<file path="src/rtl/lut3d_pkg.sv">
// Shared types and helpers for the 3D-LUT configuration path.
package lut3d_pkg;

    typedef enum logic [1:0] {
        IDLE  = 2'd0,
        LOAD  = 2'd1,
        FLUSH = 2'd2,
        DONE  = 2'd3
    } lut3d_ld_state_e;

    // Component slots inside one packed entry, shared with color_mapping_3dlut.
    localparam int R_IDX = 0;
    localparam int G_IDX = 1;
    localparam int B_IDX = 2;

    // Bytes needed to carry one LUT component.
    function automatic int lut3d_bpc(input int lut_cd);
        return (lut_cd + 7) / 8;
    endfunction

    // Number of grid entries in a cube of gs points per axis.
    function automatic int lut3d_nent(input int gs);
        return gs * gs * gs;
    endfunction

endpackage

</file>
<file path="src/rtl/lut3d_cfg_loader_if.sv">
// Host byte stream in, mapper configuration write port and status out.
interface lut3d_cfg_loader_if
    import lut3d_pkg::*;
#(
    parameter int GS     = 33,
    parameter int LUT_CD = 10
);
    localparam int NENT = lut3d_nent(GS);
    localparam int CW   = $clog2(NENT);

    logic                  i_start;
    logic [7:0]            i_byte;
    logic                  i_byte_valid;
    logic                  o_byte_ready;
    logic [3*LUT_CD-1:0]   o_cfg_data;
    logic                  o_cfg_valid;
    logic                  o_cfg_last;
    logic                  o_busy;
    logic                  o_done;
    logic                  o_err;
    logic [CW-1:0]         o_entry_cnt;

    modport master (
        output i_start, i_byte, i_byte_valid,
        input  o_byte_ready, o_cfg_data, o_cfg_valid, o_cfg_last,
        input  o_busy, o_done, o_err, o_entry_cnt
    );

    modport slave (
        input  i_start, i_byte, i_byte_valid,
        output o_byte_ready, o_cfg_data, o_cfg_valid, o_cfg_last,
        output o_busy, o_done, o_err, o_entry_cnt
    );

endinterface

</file>
<file path="src/rtl/lut3d_entry_pack.sv">
// Collects little-endian component bytes (R, G, B) into one packed LUT entry.
// Bits above LUT_CD in each component are dropped.
module lut3d_entry_pack
    import lut3d_pkg::*;
#(
    parameter int LUT_CD = 10
) (
    input  logic                clk,
    input  logic                rstn,
    input  logic                clr,
    input  logic                byte_en,
    input  logic [7:0]          byte_in,
    output logic [3*LUT_CD-1:0] entry_data,
    output logic                entry_done
);
    localparam int BPC = lut3d_bpc(LUT_CD);
    localparam int BPE = 3 * BPC;
    localparam int BCW = $clog2(BPE);
    localparam logic [BCW-1:0] LAST_BYTE = BCW'(BPE - 1);

    logic [BCW-1:0]       byte_cnt;
    logic [(BPE-1)*8-1:0] part;
    logic [BPE*8-1:0]     raw;
    logic                 unused_bits;

    // The final byte is taken straight from the input so the entry is ready in the handshake cycle.
    assign raw         = {byte_in, part};
    assign entry_done  = byte_en && (byte_cnt == LAST_BYTE);
    assign unused_bits = ^raw;

    assign entry_data[R_IDX*LUT_CD +: LUT_CD] = raw[R_IDX*BPC*8 +: LUT_CD];
    assign entry_data[G_IDX*LUT_CD +: LUT_CD] = raw[G_IDX*BPC*8 +: LUT_CD];
    assign entry_data[B_IDX*LUT_CD +: LUT_CD] = raw[B_IDX*BPC*8 +: LUT_CD];

    // Byte position counter and storage for the bytes preceding the final one.
    always_ff @(posedge clk or negedge rstn) begin
        if (!rstn) begin
            byte_cnt <= '0;
            part     <= '0;
        end else if (clr) begin
            byte_cnt <= '0;
            part     <= '0;
        end else if (byte_en) begin
            if (byte_cnt == LAST_BYTE) begin
                byte_cnt <= '0;
            end else begin
                part[int'(byte_cnt)*8 +: 8] <= byte_in;
                byte_cnt                    <= byte_cnt + BCW'(1);
            end
        end
    end

endmodule

</file>
<file path="src/rtl/lut3d_cfg_loader.sv">
// Load sequencer for the 3D-LUT mapper: turns the host byte stream into entry
// writes and, on an aborted load, pads the sweep with zero entries so the
// downstream write address always wraps cleanly.
module lut3d_cfg_loader
    import lut3d_pkg::*;
#(
    parameter int GS     = 33,
    parameter int LUT_CD = 10
) (
    input  logic              clk,
    input  logic              rstn,
    lut3d_cfg_loader_if.slave bus
);
    localparam int NENT = lut3d_nent(GS);
    localparam int CW   = $clog2(NENT);
    localparam int DW   = 3 * LUT_CD;
    localparam logic [CW-1:0] LAST_ENT = CW'(NENT - 1);

    lut3d_ld_state_e state, state_nxt;

    logic [DW-1:0] cfg_data_q, cfg_data_nxt;
    logic          cfg_valid_q, cfg_valid_nxt;
    logic          cfg_last_q, cfg_last_nxt;
    logic          done_q, done_nxt;
    logic          err_q, err_nxt;
    logic [CW-1:0] cnt_q, cnt_nxt;

    logic          byte_ready;
    logic          accept;
    logic          pack_en;
    logic          pack_clr;
    logic [DW-1:0] entry_data;
    logic          entry_done;

    assign byte_ready = (state != FLUSH);
    assign accept     = bus.i_byte_valid && byte_ready;
    // A start always wins over a coinciding byte and discards any partial entry.
    assign pack_en    = (state == LOAD) && !bus.i_start && accept;
    assign pack_clr   = bus.i_start && (state != FLUSH);

    lut3d_entry_pack #(.LUT_CD(LUT_CD)) u_pack (
        .clk        (clk),
        .rstn       (rstn),
        .clr        (pack_clr),
        .byte_en    (pack_en),
        .byte_in    (bus.i_byte),
        .entry_data (entry_data),
        .entry_done (entry_done)
    );

    // State and registered write port / status flags.
    always_ff @(posedge clk or negedge rstn) begin
        if (!rstn) begin
            state       <= IDLE;
            cfg_data_q  <= '0;
            cfg_valid_q <= 1'b0;
            cfg_last_q  <= 1'b0;
            done_q      <= 1'b0;
            err_q       <= 1'b0;
            cnt_q       <= '0;
        end else begin
            state       <= state_nxt;
            cfg_data_q  <= cfg_data_nxt;
            cfg_valid_q <= cfg_valid_nxt;
            cfg_last_q  <= cfg_last_nxt;
            done_q      <= done_nxt;
            err_q       <= err_nxt;
            cnt_q       <= cnt_nxt;
        end
    end

    // Next-state, write generation and sticky flag updates.
    always_comb begin
        state_nxt     = state;
        cfg_data_nxt  = cfg_data_q;
        cfg_valid_nxt = 1'b0;
        cfg_last_nxt  = 1'b0;
        done_nxt      = done_q;
        err_nxt       = err_q;
        cnt_nxt       = cnt_q;
        case (state)
            IDLE, DONE: begin
                if (bus.i_start) begin
                    state_nxt = LOAD;
                    done_nxt  = 1'b0;
                    err_nxt   = 1'b0;
                    cnt_nxt   = '0;
                end else if (accept) begin
                    err_nxt = 1'b1;
                end
            end
            LOAD: begin
                if (bus.i_start) begin
                    if (cnt_q != '0) begin
                        state_nxt = FLUSH;
                        err_nxt   = 1'b1;
                    end
                end else if (entry_done) begin
                    cfg_valid_nxt = 1'b1;
                    cfg_data_nxt  = entry_data;
                    if (cnt_q == LAST_ENT) begin
                        cfg_last_nxt = 1'b1;
                        done_nxt     = 1'b1;
                        cnt_nxt      = '0;
                        state_nxt    = DONE;
                    end else begin
                        cnt_nxt = cnt_q + CW'(1);
                    end
                end
            end
            FLUSH: begin
                cfg_valid_nxt = 1'b1;
                cfg_data_nxt  = '0;
                if (cnt_q == LAST_ENT) begin
                    cfg_last_nxt = 1'b1;
                    cnt_nxt      = '0;
                    state_nxt    = LOAD;
                end else begin
                    cnt_nxt = cnt_q + CW'(1);
                end
            end
            default: state_nxt = IDLE;
        endcase
    end

    assign bus.o_byte_ready = byte_ready;
    assign bus.o_cfg_data   = cfg_data_q;
    assign bus.o_cfg_valid  = cfg_valid_q;
    assign bus.o_cfg_last   = cfg_last_q;
    assign bus.o_busy       = (state == LOAD) || (state == FLUSH);
    assign bus.o_done       = done_q;
    assign bus.o_err        = err_q;
    assign bus.o_entry_cnt  = cnt_q;

endmodule

</file>
<file path="src/flat_wrapper.sv">
// flat-port wrapper written by rule: the top's interface ports become plain ports
module lut3d_cfg_loader_flat import lut3d_pkg::*;
#(
    parameter int GS     = 33,
    parameter int LUT_CD = 10
)
  (clk, rstn, bus_i_start, bus_i_byte, bus_i_byte_valid, bus_o_byte_ready, bus_o_cfg_data, bus_o_cfg_valid, bus_o_cfg_last, bus_o_busy, bus_o_done, bus_o_err, bus_o_entry_cnt);
  lut3d_cfg_loader_if #(.GS(GS), .LUT_CD(LUT_CD)) bus_i ();
  input  logic clk;
  input  logic rstn;
  input wire logic [$bits(bus_i.i_start)-1:0] bus_i_start;
  input wire logic [$bits(bus_i.i_byte)-1:0] bus_i_byte;
  input wire logic [$bits(bus_i.i_byte_valid)-1:0] bus_i_byte_valid;
  output wire logic [$bits(bus_i.o_byte_ready)-1:0] bus_o_byte_ready;
  output wire logic [$bits(bus_i.o_cfg_data)-1:0] bus_o_cfg_data;
  output wire logic [$bits(bus_i.o_cfg_valid)-1:0] bus_o_cfg_valid;
  output wire logic [$bits(bus_i.o_cfg_last)-1:0] bus_o_cfg_last;
  output wire logic [$bits(bus_i.o_busy)-1:0] bus_o_busy;
  output wire logic [$bits(bus_i.o_done)-1:0] bus_o_done;
  output wire logic [$bits(bus_i.o_err)-1:0] bus_o_err;
  output wire logic [$bits(bus_i.o_entry_cnt)-1:0] bus_o_entry_cnt;
  assign bus_i.i_start = bus_i_start;
  assign bus_i.i_byte = bus_i_byte;
  assign bus_i.i_byte_valid = bus_i_byte_valid;
  assign bus_o_byte_ready = bus_i.o_byte_ready;
  assign bus_o_cfg_data = bus_i.o_cfg_data;
  assign bus_o_cfg_valid = bus_i.o_cfg_valid;
  assign bus_o_cfg_last = bus_i.o_cfg_last;
  assign bus_o_busy = bus_i.o_busy;
  assign bus_o_done = bus_i.o_done;
  assign bus_o_err = bus_i.o_err;
  assign bus_o_entry_cnt = bus_i.o_entry_cnt;
  lut3d_cfg_loader #(.GS(GS), .LUT_CD(LUT_CD)) u_core (.clk(clk), .rstn(rstn), .bus(bus_i));
endmodule
</file>
<file path="config.mk">
export PLATFORM = sky130hd
export DESIGN_NAME = lut3d_cfg_loader_flat
export DESIGN_NICKNAME = d
export VERILOG_FILES = /design/src/rtl/lut3d_pkg.sv /design/src/rtl/lut3d_cfg_loader_if.sv /design/src/rtl/lut3d_entry_pack.sv /design/src/rtl/lut3d_cfg_loader.sv /design/src/flat_wrapper.sv
export SDC_FILE = /design/constraint.sdc
export NUM_CORES = 1
export LEC_CHECK = 0
export CAP_MARGIN = 20
export CELL_PAD_IN_SITES_DETAIL_PLACEMENT = 0
export CELL_PAD_IN_SITES_GLOBAL_PLACEMENT = 1
export CORE_ASPECT_RATIO = 0.9
export CORE_UTILIZATION = 40
export DETAILED_ROUTE_END_ITERATION = 16
export GPL_ROUTABILITY_DRIVEN = 0
export PLACE_DENSITY_LB_ADDON = 0.1
export SETUP_SLACK_MARGIN = 0.4
export SKIP_CTS_REPAIR_TIMING = 1
export SLEW_MARGIN = 20
export SYNTH_ARGS = -nofsm -noshare
export SYNTH_HDL_FRONTEND = slang
export SYNTH_SLANG_ARGS = --single-unit
</file>
<file path="constraint.sdc">
create_clock -name clk -period 2.9 [get_ports clk]
set_input_delay 0.58 -clock clk [delete_from_list [all_inputs] [get_ports clk]]
set_output_delay 0.58 -clock clk [all_outputs]
set_load 0.02 [all_outputs]
</file>
# [Yosys cells after proc, flatten, opt, wreduce, memory -nomap -nowiden]
# Index checks and enable logic that the tools add are counted.
[totals] reg_bits=95 in_bits=12 output_inout_bits=52 word_cells=90
[classes] addsub=3 n_eq_ne=18 shifts=2 mux=39 n_reduce_logical=19
[op_table] operator="two-way mux 40 bit" count=3
[op_table] operator="two-way mux 16 bit" count=4
[op_table] operator="two-way mux 30 bit" count=2
[op_table] operator="one-hot mux 30 bit (2 select lines)" count=1
[op_table] operator="one-hot mux 16 bit (3 select lines)" count=1
[op_table] operator="bitwise mux 40 bit" count=1
[op_table] operator="variable shift 8 x 33 -> 40 bit (first input constant)" count=1
[op_table] operator="variable part select 8 x 33 -> 40 bit" count=1
[op_table] operator="negation 6 -> 33 bit" count=1
[op_table] operator="adder 16 x 1 -> 16 bit (second input constant)" count=1
[op_table] operator="equality test 16 bit (second input constant)" count=1
[op_table] operator="nonzero test 16 bit" count=1
[op_table] operator="two-way mux 1 bit" count=13
[op_table] operator="two-way mux 2 bit" count=6
[op_table] operator="!= test 2 bit (second input constant)" count=6
[op_table] operator="AND reduction 5 bit" count=2
[op_table] operator="two-way mux 3 bit" count=3
[op_table] operator="one-hot mux 1 bit (2 select lines)" count=4
[op_table] operator="!= test 2 x 1 -> 1 bit (second input constant)" count=3
[op_table] operator="!= test 3 x 2 -> 1 bit (second input constant)" count=2
[op_table] operator="!= test 3 bit (second input constant)" count=2
[op_table] operator="one-hot mux 2 bit (3 select lines)" count=1
[op_table] operator="AND reduction 3 bit" count=2
[op_table] operator="nonzero test 2 bit" count=3
[op_table] operator="11 further kinds" count=16

# [Logic depth before layout (Yosys ltp)]
[depth] word_depth=7 ltp_mapped=9 mapped_depth_nobuf=8

# [Cells and area by module]
# From an unflattened synthesis, not the netlist that was laid out.
[unflattened] hier_cells=396 hier_area_um2=4055.1
[modules_own_cells] module="lut3d_cfg_loader" n_inst=1 cells_each=226 area_each_um2=2424.8 seq_area_each_um2=1301.2
[modules_own_cells] module="lut3d_entry_pack" n_inst=1 cells_each=170 area_each_um2=1630.3 seq_area_each_um2=775.7

# [Worst setup path after synthesis]
# No wires, ideal clock.
[synth_path] path_type="register -> register" from="register u_core.cnt_q[0], in the netlist u_core.bus.o_entry_cnt[0]" to="register u_core.state[0]" setup_time_ns=0.124 arrival_time_ns=2.232 required_ns=2.776 slack_ns=0.544 path_stages_with_launch=9 path_buffers=1 synth_period_minus_slack_ns=2.356 path_cell_list="dfrtp_1 > inv_1 > ha_1 > or4b_1 > or4_1 > buf_6 > a21oi_4 > a31oi_1 > o21bai_1"
[synth_via] elab_chain_len=3 word_cells_on_any_way=6 classes_between="eq/ne: 4; reduce/logical: 2"
[synth_lines] element="start, declared" line_no="lut3d_cfg_loader.sv:26" text="logic [CW-1:0] cnt_q, cnt_nxt;"
[synth_lines] element="start signal, assigned" line_no="lut3d_cfg_loader.sv:68" text="cnt_q <= cnt_nxt;"
[synth_lines] element="equality test 16 bit or nonzero test 16 bit (tied branches)" line_no="lut3d_cfg_loader.sv:101, lut3d_cfg_loader.sv:114, lut3d_cfg_loader.sv:94"
[synth_lines] element="!= test 3 bit (no source line) or != test 2 x 1 -> 1 bit (tied branches)"
[synth_lines] element="AND reduction 5 bit (no source line) *"
[synth_lines] element="end signal, assigned" line_no="lut3d_cfg_loader.sv:62" text="state <= state_nxt;"
[synth_lines] element="end, declared" line_no="lut3d_cfg_loader.sv:19" text="lut3d_ld_state_e state, state_nxt;"
# Mark *: on every way between the ends. The rest lies on a longest branch, timed or not.
# A chain may end at the register's enable or synchronous reset.

# [Worst setup path in the final report]
# Ends and elaborated chain as after synthesis.

==> impl_metrics.json <==
{
  "status": "complete, no violations",
  "root_buffer": "clkbuf_8",
  "wl_per_cell_um": 15.4,
  "ys.warnings.count": 0,
  "die_area_um2": 10200,
  "yosysTopAreaCell": "dfrtp_1",
  "irDropWorstVdd_mv": 0.429,
  "netlist_instances": 439,
  "portBuffers": 63,
  "start_util_pct": 42.2,
  "antenna_found_initial": 0,
  "hold_viol": 0,
  "p_leak_nw": 2.05,
  "yosys.area_share.adder_pct": 3.18,
  "first_pass_iters": 4,
  "synth_top_area_share_pct": 52.8,
  "dpl_worst_slack_ns": 0.194,
  "crit_chain": "inv_1, ha_1, or4b_4, or4_4, a21oi_4, a31oi_1, o21bai_1",
  "io_pins": 64,
  "dp_hpwl_mm": 6.93,
  "cp.arrival_ns": 2.61,
  "synthMostInstantiatedCell": "nand2_1",
  "synthArstFlopShare_pct": 100,
  "cp_max_fo": 7,
  "worstMarginPinSlew_ns": 0.761,
  "drtIter0Drc": 137,
  "layout.nets": 526,
  "vias": 3313,
  "cp_num_buf_inv": 1,
  "numCtsBuffers": 9,
  "post-place-cells": 614,
  "r2r_slack_ns": 0.53,
  "grt_util_met3_pct": 3.86,
  "rsz0062_at_grt": "no",
  "drc": 0,
  "clock.fmax_ghz": 0.422,
  "synth.distinct_cells": 43,
  "r2r_cells": 7,
  "hold_path.class": "input port to async pin",
  "fin_crit_sh_pct": 81.7,
  "fin_ws_ns": 0.531,
  "synth.cell_area_um2": 3930,
  "synth-xor-area-share_pct": 0,
  "cap_viol_max_count": 0,
  "grt_overflow": 0,
  "first_global_vias": 3092,
  "ant_nets": 0,
  "relSlewSlack_pct": 48.8,
  "clk_pin_slew_ns": 0.08,
  "drv_slew": 0,
  "grt_use_met2_pct": 29.7,
  "yosys-top-cells-count": "nand2_1 (96), dfrtp_1 (83), o21ai_1 (41), a21oi_1 (29), nand3_1 (29)",
  "critPathCaptureType": "register",
  "use_met1_pct": 31.2,
  "synth-compound-area-share_pct": 17.1,
  "syn_nets": 461,
  "finalSetupTns_ns": 0,
  "path_delay_family": "simple AND/OR/NAND/NOR gates",
  "synth_top_family_by_area": "simple AND/OR/NAND/NOR gates",
  "power_mw": 3.66,
  "yosysSeqAreaShare_pct": 52.8,
  "nFillCells": 921,
  "die_h_um": 96.1,
  "synthSimpleGateAreaFrac_pct": 22.3,
  "setup_viol": 0,
  "hold_ws_ns": 0.246,
  "syn_area_per_cell_um2": 8.96,
  "utilization_pct": 53.9,
  "area_growth_pct": 27.9,
  "synth_mux_area_share_pct": 0.763,
  "busiest_layer": "met1",
  "grt_max_degree": 61,
  "critPathRequiredTime_ns": 3.14,
  "cts_tree": "yes",
  "design_area_um2": 5030,
  "viasPerCell": 5.27,
  "grt_pass1_wl_mm": 16.2,
  "rows": 33,
  "grt_usage_pct": 20.6,
  "yosys-top-cells-area": "dfrtp_1 (53%), nand2_1 (9.2%), o21ai_1 (5.2%), a21oi_1 (3.7%), nand3_1 (3.7%)",
  "drive_gt1_share_pct": 8.28,
  "antenna_cells": 0,
  "cts_buffer_depth": 2,
  "synth_edf_count": 0,
  "skew_ns": 0.00630,
  "synth_ff_type": "dfrtp_1",
  "final_cells": 629,
  "timing.rr.start": "u_core.bus.o_entry_cnt[0]",
  "dpl_cell_area_um2": 4750,
  "core_area_um2": 9330,
  "powerDensity_nw_per_um2": 728,
  "h-tree-depth": 3,
  "critPathSlowestCell": "or4_4",
  "criticalPathCategory": "register to register",
  "max_stage_delay_ns": 0.63,
  "min_period_ns": 2.37,
  "wirelength_mm": 9.72,
  "worstSetupStartpointType": "register",
  "numClockSinks": 83,
  "clock_latency_ns": 0.35,
  "reg2reg_to": "u_core.state[0]",
  "ys_ff_latch": 83,
  "die_x_um": 107
}
==> sequential cells by signal, indices dropped and copies added, names as in the netlist <==
register and cells:
u_core.bus.o_entry_cnt 16, u_core.bus.o_cfg_valid 1, u_core.u_pack.byte_cnt 3, u_core.bus.o_done 1, u_core.bus.o_cfg_last 1, u_core.bus.o_err 1, u_core.u_pack.part 28, u_core.state 2
u_core.bus.o_cfg_data 30
==> cells in the final DEF, fill, tap and decap left out, types with 3 or more instances in the layout <==
cell and count:
nand2_1 96, dfrtp_1 81, clkdlybuf4s50_1 61, o21ai_1 41
nand3_1 28, a21oi_1 28, o21ai_0 23, nor2_1 22
inv_1 14, buf_4 11, nand4_1 9, o31ai_1 9
ha_1 9, clkbuf_8 9, a31oi_1 7, nor2b_1 5
nor3_1 4, and2_1 4, and3_1 4, mux2i_1 3
bufinv_16 3, buf_12 3
==> area by class of cell <==
type	instances	area, µm²	share of cell area [%]
inverters	15	56.3	1.12
well taps	122	153	3.03
clock inverters	5	104	2.06
flip-flops and latches	83	2080	41.3
multi-input cells	319	1750	34.8
repair buffers	76	766	15.2
clock buffers	9	124	2.46
==> cells by family after synthesis <==
group                      after synthesis
and+or+nand+nor                        188
DFF                                     83
buffers and inverters                   37
adders and majority gates               10
AOI/OAI and AO/OA                      118
muxes                                    3
==> worst register-to-register path, stage by stage (launching register included) <==
cell and delay (ns):
dfrtp_2 0.45, inv_1 0.07, ha_1 0.14, or4b_4 0.48
or4_4 0.63, a21oi_4 0.23, a31oi_1 0.11, o21bai_1 0.16
==> where the power goes <==
part	leakage (nW)	switching (mW)	internal, mW	total, mW
clock	0.115	0.406	0.563	0.968
combinational	0.794	0.823	0.501	1.32
sequential	1.14	0.105	1.27	1.37
total	2.05	1.33	2.33	3.66
==> layer usage <==
| metal | vias to the layer above | share of wire [%] |
|---|---|---|
| met1 | 1556 | 52 |
| met2 | 76 | 42 |
| met4 | 0 | 1.4 |
| met3 | 12 | 4.8 |
| li1 | 1669 | - |
| met5 | - | 0 |
==> worst max-delay path by stage <==
stage	from	end	cells after the start	slack, ns
2_1_floorplan	u_core.bus.o_entry_cnt[0]	u_core.state[0]	8	0.54
3_3_place_gp	u_core.bus.o_entry_cnt[0]	u_core.bus.o_entry_cnt[15]	6	0.29
3_5_place_dp	u_core.bus.o_entry_cnt[0]	u_core.bus.o_entry_cnt[13]	6	0.19
4_1_cts	u_core.bus.o_entry_cnt[0]	u_core.bus.o_entry_cnt[13]	6	0.18
5_1_grt	u_core.state[1]	u_core.u_pack.part[37]	7	0.44
6_report	u_core.bus.o_entry_cnt[0]	u_core.state[0]	7	0.53
No activity file was read; power rests on OpenSTA's default activity.
